### src/rtl/coeff_bank_if.sv
// Update handshake and bank outputs of the ping-pong coefficient bank controller.
// Signal names keep the controller's original port names so existing wiring maps one-to-one.
interface coeff_bank_if #(
  parameter int NB = 8
);
  logic [NB-1:0] i_coeffs;
  logic          i_update_valid;
  logic          o_update_ready;
  logic [NB-1:0] o_coeffs_a;
  logic [NB-1:0] o_coeffs_b;
  logic          o_sel;
  logic          o_busy;
  logic          o_switch_done;

  modport master (
    output i_coeffs, i_update_valid,
    input  o_update_ready, o_coeffs_a, o_coeffs_b, o_sel, o_busy, o_switch_done
  );

  modport slave (
    input  i_coeffs, i_update_valid,
    output o_update_ready, o_coeffs_a, o_coeffs_b, o_sel, o_busy, o_switch_done
  );
endinterface

### src/rtl/coeff_bank_ctrl.sv
// Ping-pong coefficient bank controller: loads the inactive bank, waits a settle
// window, flips the bank select, then waits a second window before the next update.
module coeff_bank_ctrl #(
  parameter int NB            = 8,
  parameter int SETTLE_CYCLES = 8
) (
  input  logic        i_clock,
  input  logic        i_reset,
  coeff_bank_if.slave bus
);

  localparam int CW = $clog2(SETTLE_CYCLES + 1);
  localparam logic [CW-1:0] CNT_LOAD = CW'(SETTLE_CYCLES - 1);

  typedef enum logic [1:0] {
    IDLE        = 2'd0,
    SETTLE_DATA = 2'd1,
    SETTLE_SEL  = 2'd2
  } state_t;

  state_t        r_state;
  state_t        w_next_state;
  logic [CW-1:0] r_cnt;
  logic [CW-1:0] w_cnt_next;
  logic [NB-1:0] r_coeffs_a;
  logic [NB-1:0] r_coeffs_b;
  logic          r_sel;
  logic          r_switch_done;
  logic          w_ready;
  logic          w_load_a;
  logic          w_load_b;
  logic          w_toggle;
  logic          w_done_next;

  assign w_ready = (r_state == IDLE);

  always_comb begin
    w_next_state = r_state;
    w_cnt_next   = r_cnt;
    w_load_a     = 1'b0;
    w_load_b     = 1'b0;
    w_toggle     = 1'b0;
    w_done_next  = 1'b0;
    case (r_state)
      IDLE: begin
        if (bus.i_update_valid) begin
          // Only the bank not currently selected may be written.
          w_load_a     = r_sel;
          w_load_b     = ~r_sel;
          w_next_state = SETTLE_DATA;
          w_cnt_next   = CNT_LOAD;
        end
      end
      SETTLE_DATA: begin
        if (r_cnt == '0) begin
          w_toggle     = 1'b1;
          w_next_state = SETTLE_SEL;
          w_cnt_next   = CNT_LOAD;
        end else begin
          w_cnt_next = r_cnt - CW'(1);
        end
      end
      SETTLE_SEL: begin
        if (r_cnt == '0) begin
          w_done_next  = 1'b1;
          w_next_state = IDLE;
        end else begin
          w_cnt_next = r_cnt - CW'(1);
        end
      end
      default: begin
        w_next_state = IDLE;
        w_cnt_next   = '0;
      end
    endcase
  end

  always_ff @(posedge i_clock) begin
    if (i_reset) begin
      r_state       <= IDLE;
      r_cnt         <= '0;
      r_coeffs_a    <= '0;
      r_coeffs_b    <= '0;
      r_sel         <= 1'b0;
      r_switch_done <= 1'b0;
    end else begin
      r_state       <= w_next_state;
      r_cnt         <= w_cnt_next;
      r_sel         <= r_sel ^ w_toggle;
      r_switch_done <= w_done_next;
      if (w_load_a) r_coeffs_a <= bus.i_coeffs;
      if (w_load_b) r_coeffs_b <= bus.i_coeffs;
    end
  end

  assign bus.o_update_ready = w_ready;
  assign bus.o_busy         = ~w_ready;
  assign bus.o_coeffs_a     = r_coeffs_a;
  assign bus.o_coeffs_b     = r_coeffs_b;
  assign bus.o_sel          = r_sel;
  assign bus.o_switch_done  = r_switch_done;

endmodule

### src/flat_wrapper.sv
// flat-port wrapper written by rule: the top's interface ports become plain ports
module coeff_bank_ctrl_flat 
#(
  parameter int NB            = 8,
  parameter int SETTLE_CYCLES = 8
)
  (i_clock, i_reset, bus_i_coeffs, bus_i_update_valid, bus_o_update_ready, bus_o_coeffs_a, bus_o_coeffs_b, bus_o_sel, bus_o_busy, bus_o_switch_done);
  coeff_bank_if #(.NB(NB)) bus_i ();
  input  logic i_clock;
  input  logic i_reset;
  input wire logic [$bits(bus_i.i_coeffs)-1:0] bus_i_coeffs;
  input wire logic [$bits(bus_i.i_update_valid)-1:0] bus_i_update_valid;
  output wire logic [$bits(bus_i.o_update_ready)-1:0] bus_o_update_ready;
  output wire logic [$bits(bus_i.o_coeffs_a)-1:0] bus_o_coeffs_a;
  output wire logic [$bits(bus_i.o_coeffs_b)-1:0] bus_o_coeffs_b;
  output wire logic [$bits(bus_i.o_sel)-1:0] bus_o_sel;
  output wire logic [$bits(bus_i.o_busy)-1:0] bus_o_busy;
  output wire logic [$bits(bus_i.o_switch_done)-1:0] bus_o_switch_done;
  assign bus_i.i_coeffs = bus_i_coeffs;
  assign bus_i.i_update_valid = bus_i_update_valid;
  assign bus_o_update_ready = bus_i.o_update_ready;
  assign bus_o_coeffs_a = bus_i.o_coeffs_a;
  assign bus_o_coeffs_b = bus_i.o_coeffs_b;
  assign bus_o_sel = bus_i.o_sel;
  assign bus_o_busy = bus_i.o_busy;
  assign bus_o_switch_done = bus_i.o_switch_done;
  coeff_bank_ctrl #(.NB(NB), .SETTLE_CYCLES(SETTLE_CYCLES)) u_core (.i_clock(i_clock), .i_reset(i_reset), .bus(bus_i));
endmodule
### config.mk
export PLATFORM = sky130hd
export DESIGN_NAME = coeff_bank_ctrl_flat
export DESIGN_NICKNAME = d
export VERILOG_FILES = /design/src/rtl/coeff_bank_if.sv /design/src/rtl/coeff_bank_ctrl.sv /design/src/flat_wrapper.sv
export SDC_FILE = /design/constraint.sdc
export NUM_CORES = 1
export LEC_CHECK = 0
export ABC_AREA = 1
export CAP_MARGIN = 5
export CORE_AREA = 3 3 52 54
export CTS_CLUSTER_DIAMETER = 150
export DETAILED_ROUTE_END_ITERATION = 8
export DIE_AREA = 0 0 55 57
export PLACE_DENSITY = 0.74
export SLEW_MARGIN = 20
export SYNTH_ARGS = -nofsm -noshare
export SYNTH_HDL_FRONTEND = slang
export SYNTH_SLANG_ARGS = --single-unit
export TNS_END_PERCENT = 100
### constraint.sdc
create_clock -name i_clock -period 1.5 [get_ports i_clock]
set_input_delay 0.225 -clock i_clock [delete_from_list [all_inputs] [get_ports i_clock]]
set_output_delay 0.225 -clock i_clock [all_outputs]
set_load 0.02 [all_outputs]
==> tab_implementation.tex, run 1 <==
\begin{tabular}{lr}
\hline
Metric & Value \\
\hline
\multicolumn{2}{l}{\textbf{Route}} \\
\quad \# DRC & 0 \\
\quad Routed wire per std cell & 11.2 um \\
\quad Total number of vias & roughly 940 \\
\quad Avg Vias per Cell & between 4 and 5 \\
\quad 1st-iter DRT viols & 9 \\
\quad Remaining antenna violation count after routing & 0 \\
\quad First-pass DRT Iterations & 4 \\
\quad Post-Route WL & 2.23 mm \\
\multicolumn{2}{l}{\textbf{Layout}} \\
\quad Share of cells above drive strength 1 & 0.0988 \\
\quad Final core utilization & 0.615 \\
\quad Combined area of the multi-input logic cells & 479 um2 \\
\quad Net count reported at finish & between 150 and 200 \\
\quad Number of fill cells in the layout & 224 \\
\quad Diode count & 0 \\
\quad Flip-flop and latch area & 482 um2 \\
\quad Area Overhead vs Synth & 37.1\% \\
\multicolumn{2}{l}{\textbf{Yosys}} \\
\quad Post-synth cell types & 16 \\
\quad Post-synthesis cell area & between 0.001 and 0.0015 mm2 \\
\quad Share of synthesized area occupied by flip-flops and latches & 0.475 \\
\quad Synthesized area divided by synthesized cell count & 7.33 um2 \\
\quad Count of flip-flops with a built-in enable after synthesis & 0 \\
\quad Number of flip-flops and latches in the synthesized netlist & 24 \\
\quad Ys flop type & sky130\_fd\_sc\_hd\_\_dfxtp\_1 \\
\quad Count of synthesis-stage warnings from yosys & 0 \\
\quad Share of synthesized registers carrying an async set or reset & 0 \\
\quad Synthesized instance count & 138 \\
\quad Syn nets & 150 \\
\multicolumn{2}{l}{\textbf{Clock tree}} \\
\quad Clock buffer depth & 2 \\
\quad Clock buffer count from CTS & 3 \\
\quad Worst-path clk slew & 0.13 ns \\
\quad Setup Buffers After CTS & 0 \\
\quad CTS tree & built \\
\quad Total number of H-tree levels & 1 \\
\quad Buffer type at the clock tree root & sky130\_fd\_sc\_hd\_\_clkbuf\_4 \\
\quad Clk\_lat worst skew & 0.31 ns \\
\quad Clock Sink Count & 24 \\
\quad Number of hold buffers added after cts & 0 \\
\multicolumn{2}{l}{\textbf{Worst setup path}} \\
\quad Endpoint type of the worst setup path & output pin \\
\quad Worst setup path category & reg2out \\
\quad Startpoint class of the critical path & flop \\
\quad Critical path fanouts, max & 5 \\
\quad Data arrival, critical path & 1.20 ns \\
\quad Worst Path Required & 1.27 ns \\
\multicolumn{2}{l}{\textbf{Placement}} \\
\quad Number of input and output port buffers inserted & 30 \\
\quad Final Wtd Congestion & between 0.7 and 0.8 \\
\quad Half-perimeter wire length of the detailed placement result & 1.72 mm \\
\multicolumn{2}{l}{\textbf{Global routing}} \\
\quad Global-route wire length before repair & 3.92 mm \\
\quad All-Layer GR Usage & 0.166 \\
\quad Number of global-route vias before repair & 972 \\
\quad Leftover overflow at the end of global routing & 0 \\
\quad Initial antenna violation count & 0 \\
\quad Largest net degree at the start of global routing & 25 \\
\multicolumn{2}{l}{\textbf{Die}} \\
\quad Chip Height & 57 um \\
\quad Total I/O pin count & 31 \\
\quad Area inside the core boundary & 0.00225 mm2 \\
\quad DIE AREA & 0.00314 mm2 \\
\quad Initial core utilization & 0.449 \\
\quad Horiz. Die Dim & 55 um \\
\quad Row Count & 17 \\
\multicolumn{2}{l}{\textbf{Timing}} \\
\quad Least-Margin Pin Slew & 0.239 ns \\
\quad Pins over their slew limit & 0 \\
\quad Highest Clock Rate & 0.703 GHz \\
\quad Setup repair after global routing missed its margin & false \\
\quad Endpoints failing hold & 0 \\
\quad Relative slew slack & 0.840 \\
\quad Final critical-path share of the clock period & 0.948 \\
\quad Worst Clk Skew & roughly 0.0059 ns \\
\quad Minimum period implied by the final worst setup slack & 1.42 ns \\
\quad Final setup violation count & 0 \\
\quad TNS Setup & 0 ns \\
\multicolumn{2}{l}{\textbf{Run status}} \\
\quad Status & completed \\
\multicolumn{2}{l}{\textbf{Pwr}} \\
\quad Standby leakage power & between 0.6 and 0.7 nW \\
\quad Power Density & 1120 mW/mm2 \\
\quad Total power after layout & 1.55 mW \\
\quad Worst IR Drop VDD & 0.692 mV \\
\multicolumn{2}{l}{\textbf{Job}} \\
\quad Number of maximum-capacitance violations & 0 \\
\multicolumn{2}{l}{\textbf{Worst hold path}} \\
\quad Hold WC Path Type & reg2reg \\
\hline
\end{tabular}
-- cells in the mapped netlist, types with 2 or more instances --
cell type | number | area, um2
sky130_fd_sc_hd__nor2_8 | 2 | 40.0
sky130_fd_sc_hd__clkbuf_1 | 2 | 7.51
sky130_fd_sc_hd__dfxtp_1 | 24 | 480
sky130_fd_sc_hd__inv_2 | 2 | 7.51
sky130_fd_sc_hd__nand3_1 | 4 | 20.0
sky130_fd_sc_hd__nor2_1 | 15 | 56.3
sky130_fd_sc_hd__nand2_1 | 50 | 188
sky130_fd_sc_hd__a21oi_1 | 21 | 105
sky130_fd_sc_hd__nor2_2 | 2 | 12.5
sky130_fd_sc_hd__inv_1 | 10 | 37.5
-- final cells by class --
class                   instances  share of cell area
flip-flops and latches         24               0.347
multi-input cells             100               0.345
repair buffers                 32               0.212
inverters                      12              0.0325
well taps                      28              0.0252
clock inverters                 1              0.0216
clock buffers                   3              0.0162
-- layer usage --
layer	global-route usage	up-vias	part of all wire
met5	0	-	0
met4	0.0625	0	0.011
met3	0.0444	4	0.060
met2	0.289	22	0.51
met1	0.185	416	0.42
li1	-	497	-
-- what timing repair did --
action                                  CTS  global route
hold endpoints to repair                  0             0
endpoints found under the setup margin   18             3
resized for setup                        20             3
-- layout by cell type (no fill, tap or decap) --
cell | netlist | layout
sky130_fd_sc_hd__nand2_2 | 1 | 1
sky130_fd_sc_hd__nor2_4 | 1 | 1
sky130_fd_sc_hd__clkbuf_4 | 0 | 3
sky130_fd_sc_hd__nor2_8 | 2 | 2
sky130_fd_sc_hd__dfxtp_1 | 24 | 23
sky130_fd_sc_hd__dfxtp_2 | 0 | 1
sky130_fd_sc_hd__xnor2_1 | 1 | 1
sky130_fd_sc_hd__nor2_1 | 15 | 15
sky130_fd_sc_hd__inv_1 | 10 | 10
sky130_fd_sc_hd__ha_1 | 1 | 1
sky130_fd_sc_hd__bufinv_16 | 0 | 1
sky130_fd_sc_hd__a21oi_1 | 21 | 21
sky130_fd_sc_hd__nand3_1 | 4 | 4
sky130_fd_sc_hd__nand2_4 | 1 | 1
sky130_fd_sc_hd__dlymetal6s2s_1 | 0 | 2
sky130_fd_sc_hd__dlygate4sd2_1 | 0 | 17
sky130_fd_sc_hd__inv_2 | 2 | 2
sky130_fd_sc_hd__nand2_1 | 50 | 50
sky130_fd_sc_hd__buf_4 | 0 | 2
sky130_fd_sc_hd__clkbuf_2 | 0 | 1
sky130_fd_sc_hd__clkdlybuf4s50_1 | 0 | 10
sky130_fd_sc_hd__nor2_2 | 2 | 2
sky130_fd_sc_hd__nand3b_1 | 1 | 1
-- critical path, cell delays in order (launching register included) --
cell and delay, ns:
sky130_fd_sc_hd__dfxtp_2 0.37, sky130_fd_sc_hd__nor2_4 0.17, sky130_fd_sc_hd__dlygate4sd2_1 0.35
-- where the power goes --
group | internal (mW) | switching (mW) | leakage, nW
combinational | 0.146 | 0.231 | 0.452
clock | 0.270 | 0.191 | 0.0279
sequential | 0.685 | 0.0306 | 0.196
total | 1.10 | 0.453 | 0.676
-- registers in the layout (all words and copies together) (netlist names) --
| register | cells |
|---|---|
| u_core.bus.o_coeffs_a | 8 |
| u_core.bus.o_coeffs_b | 8 |
| u_core.bus.o_sel | 1 |
| u_core.bus.o_switch_done | 1 |
| u_core.r_cnt | 4 |
| u_core.r_state | 2 |
-- worst paths after layout --
path,start,end,slack [ns],depth (start not counted)
setup / recovery,u_core.r_state[0],bus_o_update_ready,0.08,2
hold reg to reg,u_core.bus.o_coeffs_a[0],u_core.bus.o_coeffs_a[0],0.47,2
hold / removal,u_core.bus.o_coeffs_a[0],u_core.bus.o_coeffs_a[0],0.47,2
setup reg to reg,u_core.r_cnt[0],u_core.r_cnt[1],0.15,8
-- stage by stage --
step	cell area [um2]	hold WS (ns)	instances	setup slack, ns
2_1_floorplan	1010	0.294	138	0.270
3_3_place_gp	1360	0.447	196	0.0933
3_5_place_dp	1360	0.452	196	0.0493
4_1_cts	1390	0.472	200	0.000188
5_1_grt	1390	0.479	200	0.00267
6_report	1390	0.466	200	0.0778
-- cell families (layout without fill, tap and decap cells) --
family	Yosys count	count (layout)	synth area share
buf+inv	14	48	0.0519
simple gates	77	77	0.349
flops	24	24	0.475
xor+xnor	1	1	0.00865
fa+ha+maj	1	1	0.0124
compound gates	21	21	0.104
No activity file was read; power rests on OpenSTA's default activity.
==> run 2: changes to the inputs <==
--- a/config.mk
+++ b/config.mk
@@ -5,13 +5,12 @@
 export SDC_FILE = /design/constraint.sdc
 export NUM_CORES = 1
 export LEC_CHECK = 0
-export ABC_AREA = 1
 export CAP_MARGIN = 5
-export CORE_AREA = 3 3 52 54
+export CORE_AREA = 3 3 51 53
 export CTS_CLUSTER_DIAMETER = 150
 export DETAILED_ROUTE_END_ITERATION = 8
-export DIE_AREA = 0 0 55 57
-export PLACE_DENSITY = 0.74
+export DIE_AREA = 0 0 54 56
+export PLACE_DENSITY = 0.78
 export SLEW_MARGIN = 20
 export SYNTH_ARGS = -nofsm -noshare
 export SYNTH_HDL_FRONTEND = slang
==> constraint.sdc (replaced) <==
create_clock -name i_clock -period 1.7 [get_ports i_clock]
set_input_delay 0.255 -clock i_clock [delete_from_list [all_inputs] [get_ports i_clock]]
set_output_delay 0.255 -clock i_clock [all_outputs]
set_load 0.02 [all_outputs]
==> run 2 against run 1 <==
Effect of this change:
- largest power group unchanged
- non-clock buffer count grew 3
- core utilization grew 3.8 points
- worst setup slack gained 0.038 ns
- register-to-register slack lost 0.03 ns
- critical endpoint is now u_core.r_cnt[0]
- critical path depth grew 4
- synthesized area grew 0.74%
- critical path type is now reg2reg
- clock power shrank 13%
- count of clock-buffer cells in the layout is the same
- die area shrank 3.5%
- synthesized cell count shrank 5.8%
- hold slack lost 0.0026 ns
- via count grew 4.4%
==> tab_implementation.tex, run 2 <==
\begin{tabular}{lr}
\hline
Metric & Value \\
\hline
\multicolumn{2}{l}{\textbf{Route}} \\
\quad First-pass DRT Iterations & 4 (unchanged) \\
\quad Total number of vias & 980 (+4.4\%) \\
\quad Remaining antenna violation count after routing & 0 (unchanged) \\
\quad Met1 layer wirelength in the final routing & 1.03 mm (+9.8\%) \\
\quad Met3 routed WL & 157 um (+18\%) \\
\quad Avg Vias per Cell & 5.16 (+9.9\%) \\
\quad Post-Route WL & 2.37 mm (+6.2\%) \\
\quad 1st-iter DRT viols & 19 (+10) \\
\quad Detail Route met2 WL & 1.17 mm (+3.2\%) \\
\quad \# DRC & 0 (unchanged) \\
\quad Topmost layer with routed signal wires & met4 \\
\quad Routed wire per std cell & 12.5 um (+12\%) \\
\multicolumn{2}{l}{\textbf{Layout}} \\
\quad Filler-free cell count of the finished design & 190 (-5.0\%) \\
\quad Number of fill cells in the layout & 199 (-11\%) \\
\quad Combined area of the multi-input logic cells & 498 um2 (+3.9\%) \\
\quad Commonest cells after routing, fill and taps aside & sky130\_fd\_sc\_hd\_\_nand2\_1, sky130\_fd\_sc\_hd\_\_clkdlybuf4s50\_1, sky130\_fd\_sc\_hd\_\_dfxtp\_1 \\
\quad Diode count & 0 (unchanged) \\
\quad Net count reported at finish & 175 (-5.4\%) \\
\quad Flip-flop and latch area & 482 um2 (unchanged) \\
\quad Area Overhead vs Synth & 40.5\% \\
\quad Most frequent standard cell in the layout excluding fill and tap cells & sky130\_fd\_sc\_hd\_\_nand2\_1 \\
\quad Share of cells above drive strength 1 & 0.0926 (-0.00624) \\
\multicolumn{2}{l}{\textbf{Yosys}} \\
\quad Syn nets & 142 (-5.3\%) \\
\quad Post-synth cell types & 31 (+15) \\
\quad Most numerous cell types in the synthesized netlist & sky130\_fd\_sc\_hd\_\_nand2\_1, sky130\_fd\_sc\_hd\_\_dfxtp\_1, sky130\_fd\_sc\_hd\_\_a21oi\_1 \\
\quad Share of synthesized registers carrying an async set or reset & 0 (unchanged) \\
\quad Area share of the largest cell type after synthesis & 0.471 (-0.00349) \\
\quad Count of flip-flops with a built-in enable after synthesis & 0 (unchanged) \\
\quad Share of synthesized area occupied by flip-flops and latches & 0.471 (-0.00349) \\
\quad Synthesized instance count & 130 (-5.8\%) \\
\quad Post-synthesis cell area & 0.00102 mm2 (+0.74\%) \\
\quad Number of flip-flops and latches in the synthesized netlist & 24 (unchanged) \\
\quad Area leader, netlist & sky130\_fd\_sc\_hd\_\_dfxtp\_1 \\
\quad Count of synthesis-stage warnings from yosys & 0 (unchanged) \\
\quad Most instantiated library cell after synthesis & sky130\_fd\_sc\_hd\_\_nand2\_1 \\
\quad Ys flop type & sky130\_fd\_sc\_hd\_\_dfxtp\_1 \\
\quad Synthesized area divided by synthesized cell count & 7.84 um2 (+6.9\%) \\
\quad Leading post-synthesis cells by cell area & sky130\_fd\_sc\_hd\_\_dfxtp\_1, sky130\_fd\_sc\_hd\_\_nand2\_1, sky130\_fd\_sc\_hd\_\_a21oi\_1 \\
\multicolumn{2}{l}{\textbf{Timing}} \\
\quad Minimum period implied by the final worst setup slack & roughly 1.6 ns \\
\quad Pins over their slew limit & 0 (unchanged) \\
\quad Tightest hold margin & 0.463 ns (-0.00263 ns) \\
\quad Endpoints failing hold & 0 (unchanged) \\
\quad Relative slew slack & 0.740 (-0.100) \\
\quad Post-route setup slack & 0.116 ns (+0.0384 ns) \\
\quad Worst Clk Skew & 0.0108 ns (+0.00486 ns) \\
\quad Setup repair after global routing missed its margin & false \\
\quad Final setup violation count & 0 (unchanged) \\
\quad Highest Clock Rate & 0.631 GHz \\
\quad Final critical-path share of the clock period & 0.932 \\
\quad Least-Margin Pin Slew & 0.389 ns (+0.149 ns) \\
\multicolumn{2}{l}{\textbf{Global routing}} \\
\quad All-Layer GR Usage & 0.162 (-0.00312) \\
\quad Global-route wire length before repair & 3.74 mm (-4.6\%) \\
\quad Number of global-route vias before repair & 889 (-8.5\%) \\
\quad Initial antenna violation count & 0 (unchanged) \\
\quad Leftover overflow at the end of global routing & 0 (unchanged) \\
\quad Largest net degree at the start of global routing & 18 (-28\%) \\
\multicolumn{2}{l}{\textbf{Clock tree}} \\
\quad Clk\_lat worst skew & 0.31 ns (about the same) \\
\quad Clock buffer count from CTS & 3 (unchanged) \\
\quad Total number of H-tree levels & 1 (unchanged) \\
\quad Worst-path clk slew & 0.13 ns (about the same) \\
\quad Buffer type at the clock tree root & sky130\_fd\_sc\_hd\_\_clkbuf\_4 \\
\quad CTS tree & built \\
\quad Number of hold buffers added after cts & 0 (unchanged) \\
\quad Clock Sink Count & 24 (unchanged) \\
\quad Clock buffer depth & 2 (unchanged) \\
\multicolumn{2}{l}{\textbf{Pwr}} \\
\quad Power Density & 986 mW/mm2 (-12\%) \\
\quad Total power after layout & 1.41 mW (-9.1\%) \\
\quad Worst IR Drop VDD & 0.710 mV (+2.6\%) \\
\quad Standby leakage power & 0.554 nW (-18\%) \\
\multicolumn{2}{l}{\textbf{Die}} \\
\quad Horiz. Die Dim & 54 um (-1.8\%) \\
\quad Row Count & 17 (unchanged) \\
\quad Total I/O pin count & 31 (unchanged) \\
\quad Area inside the core boundary & 0.00219 mm2 (-2.8\%) \\
\quad Initial core utilization & 0.465 (+0.0165) \\
\quad DIE AREA & 0.00302 mm2 (-3.5\%) \\
\quad Chip Height & 56 um (-1.8\%) \\
\multicolumn{2}{l}{\textbf{Worst setup path}} \\
\quad Data arrival, critical path & 1.81 ns (+0.61 ns) \\
\quad Critical path fanouts, max & 5 (unchanged) \\
\quad Endpoint type of the worst setup path & flop \\
\quad Worst setup path category & reg2reg \\
\quad Startpoint class of the critical path & flop \\
\quad Worst Path Required & 1.93 ns (+0.66 ns) \\
\multicolumn{2}{l}{\textbf{Placement}} \\
\quad Cell count after placement & 186 (-5.1\%) \\
\quad Number of input and output port buffers inserted & 30 (unchanged) \\
\quad Half-perimeter wire length of the detailed placement result & 1.80 mm (+4.6\%) \\
\quad Place WS & -0.0726 ns (-0.122 ns) \\
\quad Final Wtd Congestion & 0.818 (+4.7\%) \\
\multicolumn{2}{l}{\textbf{Worst hold path}} \\
\quad Hold WC Path Type & reg2reg \\
\multicolumn{2}{l}{\textbf{Run status}} \\
\quad Status & completed \\
\multicolumn{2}{l}{\textbf{Job}} \\
\quad Number of maximum-capacitance violations & 0 (unchanged) \\
\hline
\end{tabular}
[run 2: changes by cell type after synthesis, moves of 3 or more]
| cell | previous run | this run |
|---|---|---|
| sky130_fd_sc_hd__and3_1 | 0 | 4 |
| sky130_fd_sc_hd__inv_1 | 10 | 4 |
| sky130_fd_sc_hd__nand2_1 | 50 | 34 |
| sky130_fd_sc_hd__nor2_1 | 15 | 5 |
| sky130_fd_sc_hd__nor3_1 | 0 | 3 |
[run 2: kinds of logic after synthesis]
family / synth area share
DFF: 0.471
and+or+nand+nor: 0.263
xor gates and xnor gates: 0.0172
buffers and inverters: 0.0503
AOI/OAI and AO/OA: 0.187
adders and majority gates: 0.0123
[run 2: final timing paths]
| kind | cells after the start | start | slack (ns) | to |
|---|---|---|---|---|
| setup / recovery | 6 | u_core.r_cnt[1] | 0.12 | u_core.r_cnt[0] |
| hold / removal | 2 | u_core.bus.o_coeffs_a[6] | 0.46 | u_core.bus.o_coeffs_a[6] |
| setup reg to reg | 6 | u_core.r_cnt[1] | 0.12 | u_core.r_cnt[0] |
| hold reg to reg | 2 | u_core.bus.o_coeffs_a[6] | 0.46 | u_core.bus.o_coeffs_a[6] |
[run 2: area by class of cell]
cell class | instances | area share
clock buffers | 3 | 0.0157
clock inverters | 1 | 0.0210
inverters | 4 | 0.0105
multi-input cells | 95 | 0.348
flip-flops and latches | 24 | 0.336
well taps | 28 | 0.0245
repair buffers | 35 | 0.245
[run 2: repair_timing]
action	in CTS	in global routing
hold endpoints to repair	0	0
pin swaps	0	0
setup buffers	0	0
setup endpoints to repair	3	5
resized for setup	3	4
[run 2: critical path: stages (launching register included)]
cell and delay (ns):
sky130_fd_sc_hd__dfxtp_1 0.35, sky130_fd_sc_hd__inv_1 0.08, sky130_fd_sc_hd__ha_2 0.20, sky130_fd_sc_hd__or3b_4 0.41
sky130_fd_sc_hd__a21oi_1 0.15, sky130_fd_sc_hd__o22ai_1 0.08, sky130_fd_sc_hd__a311oi_1 0.23
[run 2: metrics by stage]
step                      TNS (ns)   util  area [um2]
after CTS                        0  0.649        1420
after global routing             0  0.654        1430
after global placement      -0.125  0.625        1370
after floorplan                  0      -        1020
after detailed placement    -0.417  0.625        1370
final                            0  0.654        1430
[run 2: power by group]
group	switching, mW	internal (mW)	leakage [nW]
clock	0.162	0.238	0.0279
sequential	0.0373	0.607	0.196
combinational	0.194	0.174	0.330
[run 2: layer usage]
layer	up-vias	track usage
met3	2	0.0268
met5	-	0
met2	34	0.277
li1	502	-
met4	0	0.0534
met1	442	0.200
